[config.mk]
export PLATFORM = sky130hd
export DESIGN_NAME = pc_sequencer
export DESIGN_NICKNAME = d
export VERILOG_FILES = /design/src/rtl/pc_sequencer.sv
export SDC_FILE = /design/constraint.sdc
export NUM_CORES = 1
export LEC_CHECK = 0
export ABC_AREA = 1
export BUFFER_PORTS_ARGS = -buffer_cell sky130_fd_sc_hd__buf_2
export CAP_MARGIN = 20
export CORE_MARGIN = 10
export CORE_UTILIZATION = 30
export DETAILED_ROUTE_END_ITERATION = 10
export PLACE_DENSITY = 0.52
export SYNTH_ARGS = -nofsm -noshare
export SYNTH_HDL_FRONTEND = slang
export SYNTH_SLANG_ARGS = --single-unit
[constraint.sdc]
create_clock -name clk -period 2 [get_ports clk]
set_clock_uncertainty 0.2 [all_clocks]
set_input_delay 0 -clock clk [delete_from_list [all_inputs] [get_ports clk]]
set_output_delay 0 -clock clk [all_outputs]
set_load 0.03 [all_outputs]
[src/rtl/pc_sequencer.sv]
// Fetch/issue/execute sequencer for KGP-miniRISC: owns the PC, fetches over req/ack, issues once, retires.
// Optional build macro PC_ALIGN_TRAP_EN: misaligned pc_new traps to HALTED and exposes trap/trap_pc.
//
// state   | meaning
// IDLE    | waiting for run
// FETCH   | imem_req high at pc, timeout timer running
// ISSUE   | instr_valid pulse for the latched instruction
// EXEC    | waiting for ex_done, then load pc_new / link
// HALTED  | terminal until rst (halt instruction, fetch timeout or trap)
module pc_sequencer #(
  parameter logic [31:0] RESET_PC      = 32'h0000_0000,
  parameter int          FETCH_TIMEOUT = 16,
  parameter int          CNT_W         = 32
) (
  input  logic             clk,
  input  logic             rst,
  input  logic             run,
  output logic             imem_req,
  output logic [31:0]      imem_addr,
  input  logic             imem_ack,
  input  logic [31:0]      imem_data,
  output logic [31:0]      instr,
  output logic             instr_valid,
  input  logic             ex_done,
  input  logic             halt_instr,
  input  logic [4:0]       br_op,
  input  logic [31:0]      pc_new,
  input  logic [31:0]      pc_branch_link,
  output logic [31:0]      pc,
  output logic             link_we,
  output logic [31:0]      link_data,
  output logic             halted,
  output logic             fetch_err,
  output logic [CNT_W-1:0] retired
`ifdef PC_ALIGN_TRAP_EN
  ,
  output logic             trap,
  output logic [31:0]      trap_pc
`endif
);

  localparam logic [2:0] ST_IDLE   = 3'd0;
  localparam logic [2:0] ST_FETCH  = 3'd1;
  localparam logic [2:0] ST_ISSUE  = 3'd2;
  localparam logic [2:0] ST_EXEC   = 3'd3;
  localparam logic [2:0] ST_HALTED = 3'd4;

  localparam int             TMR_W    = $clog2(FETCH_TIMEOUT + 1);
  localparam logic [TMR_W-1:0] TMR_LOAD = TMR_W'(FETCH_TIMEOUT - 1);

  logic [2:0]       state;
  logic [TMR_W-1:0] tmr;
  logic             is_call;
  logic             unused_br;

  assign is_call     = (br_op[2:0] == 3'b101);
  assign unused_br   = ^br_op[4:3];
  assign imem_req    = (state == ST_FETCH);
  assign imem_addr   = pc;
  assign instr_valid = (state == ST_ISSUE);

  // tmr is a down-counter reloaded on every FETCH entry; reaching zero without ack is the timeout
  always_ff @(posedge clk) begin
    if (rst) begin
      state     <= ST_IDLE;
      pc        <= RESET_PC;
      instr     <= 32'h0;
      tmr       <= '0;
      link_we   <= 1'b0;
      link_data <= 32'h0;
      halted    <= 1'b0;
      fetch_err <= 1'b0;
      retired   <= '0;
`ifdef PC_ALIGN_TRAP_EN
      trap      <= 1'b0;
      trap_pc   <= 32'h0;
`endif
    end else begin
      link_we <= 1'b0;
      case (state)
        ST_IDLE: begin
          if (run) begin
            state <= ST_FETCH;
            tmr   <= TMR_LOAD;
          end
        end
        ST_FETCH: begin
          if (imem_ack) begin
            instr <= imem_data;
            state <= ST_ISSUE;
          end else if (tmr == '0) begin
            fetch_err <= 1'b1;
            halted    <= 1'b1;
            state     <= ST_HALTED;
          end else begin
            tmr <= tmr - TMR_W'(1);
          end
        end
        ST_ISSUE: state <= ST_EXEC;
        ST_EXEC: begin
          if (ex_done) begin
            retired <= retired + CNT_W'(1);
            if (halt_instr) begin
              halted <= 1'b1;
              state  <= ST_HALTED;
            end
`ifdef PC_ALIGN_TRAP_EN
            else if (pc_new[1:0] != 2'b00) begin
              trap    <= 1'b1;
              trap_pc <= pc_new;
              halted  <= 1'b1;
              state   <= ST_HALTED;
            end
`endif
            else begin
              pc    <= pc_new;
              state <= ST_FETCH;
              tmr   <= TMR_LOAD;
              if (is_call) begin
                link_we   <= 1'b1;
                link_data <= pc_branch_link;
              end
            end
          end
        end
        ST_HALTED: state <= ST_HALTED;
        default:   state <= ST_IDLE;
      endcase
    end
  end

endmodule
==> results.cfg <==
[synthesis]
ys_seq_area_share_pct = 48.16
ys.warnings.count = 0
async_flop_share_pct = 0
yosysUniqueCellTypes = 28
yosysMostFrequentCell = nor2_1
syn_area_per_cell_um2 = 7.169
yosysTopAreaCellShare_pct = 48.16
syn_nets = 915
ys.flop_type = dfxtp_1
synth.top_cells.by_count = nor2_1 (267), dfxtp_1 (139), o21ai_0 (107), nand2_1 (91), inv_1 (51)
synth_cells = 806
synth_area_um2 = 5778
ys_seq_elements = 139
synth_edf_count = 0
synth_area_leaders = dfxtp_1 (48%), nor2_1 (17%), o21ai_0 (9.3%)
netlist.top_cell.by_area = dfxtp_1

[sta]
relSlewSlack_pct = 71.98
drv_slew = 0
hold_viol_final = 0
finalCriticalPeriod_ns = 1.833
finalCritPeriodShare_pct = 91.67
fmax_mhz = 545.5
tightest_slew_ns = 0.4171
setup_tns_ns = 0
setup_slack_ns = 0.1667
rsz0062_at_grt = no
setup_viol = 0

[final_layout]
finalNetCount = 1266
layout-drive-gt1-share_pct = 29.15
antenna_cells = 0
stdcell_area_um2 = 9022
synthToLayoutAreaGrowth_pct = 56.15

[detailed_routing]
antenna_left = 0
via_per_inst = 4.316
vias = 6172
drt_first_pass_iters = 4
wl_per_cell_um = 14.10
routed_wl_mm = 20.17
drt_iter0_drc = 259
drc_errors = 0

[setup_path]
critPathRequiredTime_ns = 2.10
critPathMaxFanout = 4
path_common_cell = inv_1
crit_path_top_delay_cell = dlygate4sd3_1
crit_chain = inv_1 > ha_1 > nand3_2 > inv_1 > a21oi_1 > nor2_1 > dlygate4sd3_1
crit_family = buffers and inverters
max_stage_delay_ns = 0.55
crit_type = reg -> reg
cp_data_arrival_time_ns = 1.93
crit_path_end_kind = register
start_kind = register
cp.buffers_inverters = 3
reg2reg_slack_ns = 0.17

[clocking]
cts_tree = built
clk_pin_slew_ns = 0.06
numCtsBuffers = 17
clk_latency_ns = 0.41
cts_sinks = 139
h-tree-depth = 4
cts_root_buf = clkbuf_16
clockBufferDepth = 2

[floorplanning]
die_w_um = 158.8
die_y_um = 158.8
io_pins = 272
dieArea_um2 = 25210
core_um2 = 18830
rows = 50
start_util_pct = 30.68

[global_routing]
grt_antenna_before_repair = 0
overflow = 0
grt_use_total_pct = 15.33
grt_max_degree = 56
grt_pass1_wl_mm = 32.15
grt_pass1_vias = 6114

[power]
ir_worst_vdd_v = 0.0006022
power_density_nw_per_um2 = 953.6
power_leakage_nw = 4.460

[outcome]
status = finished, final reports clean

[flow_run]
maxCapViolations = 0

[placement]
place_congestion = 0.8210
dp_hpwl_mm = 14.58
port_buffers = 269
placed_area_um2 = 7274
place_ws_ns = 0.1618

[hold_path]
hp-class = in -> reg
==> registers in the layout (all words and copies together), names as in the netlist <==
signal / count
imem_addr: 32
state: 3
retired: 32
link_data: 32
link_we: 1
instr: 32
fetch_err: 1
tmr: 5
halted: 1
==> layout by cell type, fill, tap and decap left out, types with 2 or more instances in the layout <==
cell type,instances
nor2_1,264
nor3_1,8
inv_6,4
a21oi_1,19
buf_12,4
nand2_1,90
inv_2,4
nand4_1,5
dfxtp_1,139
nor2_4,4
ha_1,2
dlygate4sd3_1,104
clkbuf_16,17
clkinvlp_4,3
xor2_1,5
xnor2_1,2
nor2_2,4
o21ai_0,107
inv_1,50
nand3_1,25
buf_2,269
and3_1,2
bufinv_16,5
buf_4,19
==> through the flow <==
stage | total power [mW] | util [%] | cells | hold WS (ns)
after floorplan | 4.367 | - | 806 | -0.06510
after global placement | 4.957 | 38.63 | 1292 | 0.02178
after detailed placement | 4.968 | 38.63 | 1292 | 0.02574
after CTS | 8.705 | 47.69 | 1429 | 0.1136
after global routing | 9.073 | 47.91 | 1430 | 0.1503
final | 8.604 | 47.91 | 1430 | 0.1339
==> worst reg2reg max path: cells and delay by family, from the launching register on <==
family	cells	cell delay, ns
buffers and inverters	3	0.68
AND/OR/NAND/NOR	2	0.15
flip-flops	1	0.31
AO/OA/AOI/OAI	1	0.13
adder cells (fa/ha/maj)	1	0.25
==> where the power goes <==
group	switching (mW)	internal, mW
Clock	1.27	2.26
Sequential	0.118	3.01
Combinational	1.22	0.730
Total	2.60	6.00
==> logic make-up after synthesis <==
family | count (synthesis) | share of synthesized area, %
and+or+nand+nor | 410 | 28.78
DFF | 139 | 48.16
adders and majority gates | 2 | 0.4330
xor gates and xnor gates | 7 | 1.061
AOI/OAI and AO/OA | 128 | 11.17
buffers and inverters | 120 | 10.39
==> final timing paths <==
check / from / cells past startpoint / endpoint
min reg2reg: halted / 2 / halted
min: pc_new[26] / 4 / imem_addr[26]
max reg2reg: tmr[0] / 7 / fetch_err
max: tmr[0] / 7 / fetch_err
==> repair_timing <==
| item | 4_1_cts | 5_1_grt |
|---|---|---|
| endpoints found under the hold margin | 135 | 0 |
| gates resized for setup | 0 | 9 |
| hold buffers | 105 | 0 |
| setup buffers | 0 | 1 |
| setup endpoints to repair | 0 | 37 |
==> per-layer routing <==
| metal | GRT usage [%] | wire length, um | share of wire [%] |
|---|---|---|---|
| met5 | 0 | 0 | 0 |
| met4 | 4.974 | 249 | 1.2 |
| met3 | 5.655 | 1498 | 7.4 |
| met2 | 25.29 | 9271 | 46 |
| met1 | 18.01 | 9149 | 45 |
==> area by class of cell <==
cell class	instances	area, um^2
Timing Repair Buffer	398	2634
Clock inverter	13	212.7
Sequential cell	139	2783
Multi-Input combinational cell	547	2422
Clock buffer	19	442.9
Inverter	54	202.7
Tap cell	260	325.3
Fill cell	1839	9808
Power figures use the tool's default switching activity.
